**src/rtl/icache_refill_pkg.sv**
```systemverilog
// Shared definitions for the instruction-cache refill engine: FSM encoding,
// line geometry defaults kept in common with the cache, and RAM bus width.
package icache_refill_pkg;

    localparam int unsigned BLOCK_WIDTH_DEF = 4;
    localparam int unsigned BLOCK_SIZE_DEF  = 2 ** BLOCK_WIDTH_DEF;
    localparam int unsigned RAM_BUS_WIDTH   = 8;

    typedef enum logic [1:0] {
        IDLE,
        REQ,
        FETCH,
        DONE
    } refillState_t;

endpackage

```
**src/rtl/icache_refill.sv**
```systemverilog
// Instruction-cache refill engine: on a miss, wins the RAM port, streams the
// block in one byte per cycle and strobes the assembled line to the cache.
module icache_refill
    import icache_refill_pkg::*;
#(
    parameter int unsigned BLOCK_WIDTH = BLOCK_WIDTH_DEF,
    parameter int unsigned BLOCK_SIZE  = 2 ** BLOCK_WIDTH
) (
    input  logic                                  clkIn,
    input  logic                                  resetIn,
    input  logic                                  clearIn,
    input  logic                                  missIn,
    input  logic [31:0]                           instrAddrIn,
    input  logic                                  busGrant,
    input  logic [RAM_BUS_WIDTH-1:0]              ramDataIn,
    output logic                                  busReq,
    output logic [31:0]                           ramAddr,
    output logic                                  ramWr,
    output logic                                  memDataValid,
    output logic [31-BLOCK_WIDTH:0]               memAddr,
    output logic [BLOCK_SIZE*RAM_BUS_WIDTH-1:0]   memDataOut,
    output logic                                  busy
);

    localparam int unsigned BLK_W  = 32 - BLOCK_WIDTH;
    localparam int unsigned CNT_W  = BLOCK_WIDTH + 1;
    localparam int unsigned LINE_W = BLOCK_SIZE * RAM_BUS_WIDTH;

    refillState_t           state;
    refillState_t           nextState;
    logic [BLK_W-1:0]       blk;
    logic [CNT_W-1:0]       issueCnt;
    logic [BLOCK_WIDTH-1:0] recvCnt;
    logic                   pending;
    logic [LINE_W-1:0]      lineBuf;
    logic [LINE_W-1:0]      lineNext;
    logic                   issueNow;
    logic                   captureNow;
    logic                   lastByte;

    always_ff @(posedge clkIn) begin
        if (resetIn) begin
            state <= IDLE;
        end else begin
            state <= nextState;
        end
    end

    // A clear in FETCH suppresses both the capture and any further issue.
    assign captureNow = (state == FETCH) && pending && !clearIn;
    assign lastByte   = captureNow && (&recvCnt);

    always_comb begin
        nextState    = state;
        busReq       = 1'b0;
        ramAddr      = '0;
        issueNow     = 1'b0;
        memDataValid = 1'b0;
        case (state)
            IDLE: begin
                if (missIn && !clearIn) begin
                    nextState = REQ;
                end
            end
            REQ: begin
                busReq = 1'b1;
                if (clearIn) begin
                    nextState = IDLE;
                end else if (busGrant) begin
                    nextState = FETCH;
                end
            end
            FETCH: begin
                busReq = 1'b1;
                if (clearIn) begin
                    nextState = IDLE;
                end else begin
                    if (!issueCnt[BLOCK_WIDTH]) begin
                        issueNow = 1'b1;
                        ramAddr  = {blk, issueCnt[BLOCK_WIDTH-1:0]};
                    end
                    if (lastByte) begin
                        nextState = DONE;
                    end
                end
            end
            DONE: begin
                memDataValid = 1'b1;
                nextState    = IDLE;
            end
            default: begin
                nextState = IDLE;
            end
        endcase
    end

    always_comb begin
        lineNext = lineBuf;
        lineNext[recvCnt*RAM_BUS_WIDTH +: RAM_BUS_WIDTH] = ramDataIn;
    end

    always_ff @(posedge clkIn) begin
        if (resetIn) begin
            blk        <= '0;
            issueCnt   <= '0;
            recvCnt    <= '0;
            pending    <= 1'b0;
            lineBuf    <= '0;
            memAddr    <= '0;
            memDataOut <= '0;
        end else begin
            if ((state == IDLE) && (nextState == REQ)) begin
                blk <= BLK_W'(instrAddrIn >> BLOCK_WIDTH);
            end
            if (state == REQ) begin
                issueCnt <= '0;
                recvCnt  <= '0;
            end
            pending <= issueNow;
            if (issueNow) begin
                issueCnt <= issueCnt + CNT_W'(1);
            end
            if (captureNow) begin
                lineBuf <= lineNext;
                recvCnt <= recvCnt + BLOCK_WIDTH'(1);
            end
            // The output copy takes the merged final byte so DONE needs no extra cycle.
            if (lastByte) begin
                memAddr    <= blk;
                memDataOut <= lineNext;
            end
        end
    end

    assign ramWr = 1'b0;
    assign busy  = (state != IDLE);

endmodule

```
**config.mk**
```make
export PLATFORM = sky130hd
export DESIGN_NAME = icache_refill
export DESIGN_NICKNAME = d
export VERILOG_FILES = /design/src/rtl/icache_refill_pkg.sv /design/src/rtl/icache_refill.sv
export SDC_FILE = /design/constraint.sdc
export NUM_CORES = 1
export LEC_CHECK = 0
export ABC_AREA = 1
export CAP_MARGIN = 40
export CORE_AREA = 3 3 176 178
export CTS_BUF_LIST = sky130_fd_sc_hd__clkbuf_2
export CTS_CLUSTER_DIAMETER = 200
export DETAILED_ROUTE_END_ITERATION = 12
export DIE_AREA = 0 0 179 181
export DONT_BUFFER_PORTS = 1
export PLACE_DENSITY = 0.7
export SLEW_MARGIN = 15
export SYNTH_ARGS = -nofsm -noshare
export SYNTH_HDL_FRONTEND = slang
export SYNTH_SLANG_ARGS = --single-unit
```
**constraint.sdc**
```tcl
create_clock -name clkIn -period 3.4 [get_ports clkIn]
set_input_delay 0.68 -clock clkIn [delete_from_list [all_inputs] [get_ports clkIn]]
set_output_delay 0.68 -clock clkIn [all_outputs]
set_load 0.02 [all_outputs]
```
== Yosys cells after proc, flatten, opt, wreduce, memory -nomap -nowiden ==
Cells that the tools add are included.

* Flip-flop bits (word level): 324
* Input port bits: 45
* Output and inout port bits: 192
* Word-level logic and storage cells: 48

* Add/sub/neg operators: 3
* Eq/ne operators: 4
* Shift operators: 2
* Muxes and demuxes: 19
* Reductions and logical operators: 12

{| class="wikitable"
|+ Operators with widths
! cell !! number
|-
| 128-bit bitwise mux || 1
|-
| 8-bit by 34-bit variable shift with 128-bit output, first input constant || 1
|-
| 8-bit by 34-bit indexed part select with 128-bit output || 1
|-
| 32-bit 2-to-1 mux || 3
|-
| 7-bit negation with 34-bit output || 1
|-
| 2-bit 2-to-1 mux || 5
|-
| 5-bit 2-to-1 mux || 2
|-
| 4-bit 2-to-1 mux || 2
|-
| 2-bit one-hot mux with 4 select lines || 1
|-
| 2-bit nonzero test || 3
|-
| 5-bit by 1-bit adder with 5-bit output, second input constant || 1
|-
| 1-bit logical AND || 5
|-
| 1-bit 2-to-1 mux || 5
|-
| 4-bit by 1-bit adder with 4-bit output, second input constant || 1
|-
| 2-bit by 1-bit equality test with 1-bit output, second input constant || 2
|-
| 2-bit equality test, second input constant || 2
|-
| 4-bit AND reduction || 1
|-
| 2-bit logical NOT || 1
|-
| 2-bit OR reduction || 1
|-
| 1-bit logical NOT || 1
|}

== Longest topological paths before layout ==
* Depth in word-level cells: 9
* Gate-level depth with buffers: 14
* Mapped depth without buffers: 11

== Worst setup path after synthesis ==
OpenSTA, ideal clock, no wires.

* Kind: reg2reg
* From: reg recvCnt[0]
* To: reg lineBuf[80]
* Setup time: 109 ps
* Data arrival time: 2,350 ps
* Data required time: 3,291 ps
* Path slack: 941 ps
* Stages on the path, launching flop included: 12
* Period minus slack after synthesis: 2,459 ps
* Cell sequence: dfxtp_1 clkbuf_1 inv_1 clkbuf_1 ha_1 clkbuf_1 buf_2 nand4_1 nand2_1 nand3_1 nand2_1 inv_1

* Cells in the longest elaborated chain, start to end: 3

{| class="wikitable"
|+ RTL lines
! element !! line !! text
|-
| start, declared || icache_refill.sv:33 || <nowiki>logic [BLOCK_WIDTH-1:0] recvCnt;</nowiki>
|-
| start signal, assigned || icache_refill.sv:125 || <nowiki>recvCnt <= recvCnt + BLOCK_WIDTH'(1);</nowiki>
|-
| 7-bit negation with 34-bit output (*) || icache_refill.sv:99 || <nowiki>lineNext[recvCnt*RAM_BUS_WIDTH +: RAM_BUS_WIDTH] = ramDataIn;</nowiki>
|-
| 8-bit by 34-bit indexed part select with 128-bit output / 8-bit by 34-bit variable shift with 128-bit output (equally long branches) || icache_refill.sv:99 ||
|-
| 128-bit bitwise mux (*) || icache_refill.sv:99 ||
|-
| end signal, assigned || icache_refill.sv:124 || <nowiki>lineBuf <= lineNext;</nowiki>
|-
| end, declared || icache_refill.sv:35 || <nowiki>logic [LINE_W-1:0] lineBuf;</nowiki>
|}

Mark *: on every way between the ends. The rest lies on a longest branch, timed or not.
A chain may end at the register's enable or synchronous reset.

== Worst setup path in the final report ==
* From: reg state[0]
* To: out ramAddr[22]

* Cells in the longest elaborated chain, start to end: 2

{| class="wikitable"
|+ RTL lines
! element !! line !! text
|-
| start, declared || icache_refill.sv:29 || <nowiki>refillState_t state;</nowiki>
|-
| start signal, assigned || icache_refill.sv:45 || <nowiki>state <= nextState;</nowiki>
|-
| 2-bit equality test || icache_refill.sv:59 || <nowiki>case (state)</nowiki>
|-
| 32-bit 2-to-1 mux || icache_refill.sv:59 ||
|-
| end, declared || icache_refill.sv:17 || <nowiki>output logic [31:0] ramAddr,</nowiki>
|}

No other way between the ends.

==> summary.txt <==
Finish
  • Multi-input logic area: 6450 µm²
  • Nets: 2,359
  • Share of post-route cells with drive strength above 1: 8.73%
  • Number of fill cells: 2,891
  • Area Growth Syn to Fin: 11.8%
  • Combined flip-flop and latch cell area: 6490 µm²

Routing
  • DR iter-0 viols: 1,265
  • Detailed Route WL: 40,500 µm
  • DR vias/cell: 5.13
  • DR pass1 iterations: 6
  • DR vias: 14,100
  • DR DRC count: 0
  • Antenna Nets Post-Route: 0
  • Routed WL per cell: 14.7 µm

Power and ir drop
  • Net Sw Frac: 26.1%
  • Total power: 6750 µW
  • Clock power share: 39.4%
  • P_leak: 0.00788 µW
  • Comb power frac: 3.7%
  • Flop pwr share: 56.8%
  • Max VDD drop: 0.258 mV
  • Power Density: 412 nW/µm²
  • Pint: 4990 µW
  • Switch Pwr: 1760 µW

CTS
  • H-tree levels: 3
  • Worst-skew pair later-pin latency: 0.86 ns
  • Total CTS buffers: 83
  • Clock transition at the registers of the reported paths: 0.10 ns
  • Clock buffer depth: 3
  • CTS tree: built
  • Clk sinks: 324
  • Clock root cell: clkbuf_2

Synth
  • Syn Std Cell Area: 14,700 µm²
  • Top FF cell, synth: dfxtp_1
  • Mapped Cells: 2,248
  • FF+latch count, synth: 324
  • Synth cell types: 29
  • Post-synth EDFFs: 0
  • Synth Area per Inst: 6.52 µm²
  • Share of the synthesized area in the top cell type: 44.3%
  • Commonest cells post-synth: nor2_1, nand2_1, dfxtp_1, inv_1, nand3_1
  • Post-synthesis sequential area ratio: 44.3%
  • Area leader, netlist: dfxtp_1
  • Yosys warns: 0
  • Synth top area cells: dfxtp_1, nor2_1, nand2_1
  • Synthesized net count: 2,301
  • FFs w/ async S/R, synth: 0%
  • Dominant cell by count in the synthesized netlist: nor2_1

Timing
  • Min cycle time layout: 3.17 ns
  • Final setup fails: 0
  • Achievable Freq: 316 MHz
  • Setup_tns: 0 ns
  • Fin crit share: 93.1%
  • RSZ-0062 raised after global routing: no
  • Worst Slack Setup Final: 0.233 ns
  • Setup Skew: 0.0797 ns
  • Rel. slew slack: 27.6%
  • Final hold vios: 0
  • Worst-margin pin slew: 1.09 ns
  • Pins Over Slew Limit: 0

Critical path
  • FF-to-FF path depth: 12
  • Critical Path RT: 2.72 ns
  • Critical path class: reg2out
  • Worst EP arrival: 2.49 ns
  • Worst setup SP type: flip-flop
  • Crit end category: output pin
  • R2r endpoint: memDataOut[124]$_SDFFE_PP0P_
  • Setup slack, reg-to-reg: 0.34 ns
  • Critical path fanouts, max: 25
  • Worst R2R Start: state[0]$_SDFF_PP0_

Job
  • Max cap viols: 0

GRT
  • Congestion Overflow GR: 0
  • First-pass GRT wire length: 65,100 µm
  • Initial antenna violation count: 1
  • Maximum number of pins on one net before global-route repair: 227
  • Number of global-route vias before repair: 12,800
  • Global Route Usage Sum: 24.4%

Floorplanning
  • Top Ports: 237
  • Starting Density: 49.6%
  • Die Ht: 181 µm
  • Die Area: 32,400 µm²
  • Die Width: 179 µm
  • FP Rows: 63
  • Core Box Area: 29,600 µm²

Place
  • Global placer's final weighted congestion: 0.879
  • Place WS: 0.589 ns
  • Post-DP HPWL: 26,100 µm
  • IO Port Bufs: 0

Worst hold path
  • Hold-critical path depth: 2
  • Hold_sp: resetIn
  • Worst hold path endpoint: issueCnt[1]$_SDFFE_PP0P_
  • Type of the worst min-delay path: in2reg

Status
  • Status: completed
==> cell families (layout without fill, tap and decap cells) <==
kind of cell    count (synthesis)  after routing  share of synthesized area, %
compound gates                310            310                          10.7
xor+xnor                        2              2                         0.248
fa+ha+maj                       8              8                         0.683
buf+inv                       450            561                          11.9
flops                         324            324                          44.3
other cells                     1              2                        0.0256
simple gates                 1153           1153                          32.2
==> worst max-delay path, cell delays in order (launching register included) <==
cell and delay (ns):
dfxtp_1 0.34, inv_1 0.13, ha_1 0.20, inv_1 0.08, nor3_4 0.24, clkinv_2 0.13
buf_6 0.20, nor2_1 0.14, buf_4 0.17
==> how the worst max path moves through the flow <==
stage,endpoint,startpoint,cells after the start
3_5_place_dp,ramAddr[23],clearIn,5
5_1_grt,ramAddr[28],state[0]$_SDFF_PP0_,8
6_report,ramAddr[22],state[0]$_SDFF_PP0_,8
3_3_place_gp,ramAddr[29],clearIn,5
4_1_cts,ramAddr[23],state[0]$_SDFF_PP0_,8
2_1_floorplan,lineBuf[80]$_SDFFE_PP0P_,recvCnt[0]$_SDFFE_PP0P_,11
==> sequential cells by signal (all words and copies together), names as in the netlist <==
| register | count |
|---|---|
| issueCnt | 5 |
| memDataOut | 128 |
| state | 2 |
| memAddr | 28 |
| recvCnt | 4 |
| blk | 28 |
| lineBuf | 128 |
| pending | 1 |
==> cells in the final DEF, fill, tap and decap left out <==
master	instances
a211oi_1	1
o21a_1	1
nor2_2	2
a21oi_1	105
xor2_1	1
nand3_2	2
xnor2_4	1
nor3_4	3
dfxtp_1	324
nand2_1	387
clkinv_2	4
clkinvlp_4	3
nand4_1	40
clkbuf_2	120
buf_12	4
inv_8	1
buf_6	1
dlygate4sd3_1	51
inv_2	4
inv_1	307
o21ai_1	16
nor3_1	9
ha_1	8
nand3_1	184
nand2_2	1
diode_2	1
buf_4	55
nor2_4	2
bufinv_16	2
clkinv_1	8
buf_16	1
conb_1	1
a31oi_1	2
a32o_1	1
nor2_1	523
o21ai_0	184
==> power groups by stage <==
stage / Sequential (µW) / Combinational [µW] / Clock (µW)
3_3_place_gp: 3920 / 173 / 0
5_1_grt: 3840 / 284 / 2970
6_report: 3840 / 253 / 2660
3_5_place_dp: 3930 / 179 / 0
2_1_floorplan: 3920 / 176 / 0
4_1_cts: 3840 / 248 / 2770
==> final cells by class <==
type                    instances  share of cell area [%]
flip-flops and latches        324                    39.6
multi-input cells            1474                    39.4
inverters                     311                    7.18
repair buffers                112                    6.36
clock buffers                 120                    3.67
well taps                     390                    2.98
clock inverters                18                   0.825
diodes                          1                  0.0153
==> per-stage QoR <==
| stage | std cells | hold slack (ns) | instance area, µm² | utilization [%] |
|---|---|---|---|---|
| 2_1_floorplan | 2248 | 0.444 | 14700 | - |
| 3_3_place_gp | 2557 | 0.453 | 15100 | 51.0 |
| 3_5_place_dp | 2557 | 0.458 | 15100 | 51.0 |
| 4_1_cts | 2748 | 0.000115 | 16400 | 55.3 |
| 5_1_grt | 2750 | 0.0177 | 16400 | 55.4 |
| 6_report | 2750 | 0.113 | 16400 | 55.4 |
==> layer usage <==
| metal | GRT usage, % | vias up | wire length [µm] |
|---|---|---|---|
| met5 | 0 | - | 0 |
| met4 | 7.76 | 0 | 1010 |
| met3 | 6.70 | 85 | 3780 |
| met2 | 38.0 | 542 | 18400 |
| met1 | 32.8 | 6344 | 17400 |
| li1 | - | 7132 | - |
==> repair_timing <==
item | CTS | global route
gates resized for setup | 2 | 2
pin swaps | 0 | 1
hold buffers | 52 | 0
hold endpoints to repair | 223 | 0
buffers inserted | 1 | 1
endpoints found under the setup margin | 32 | 25
Note: power is estimated with default switching activity, not from simulation.
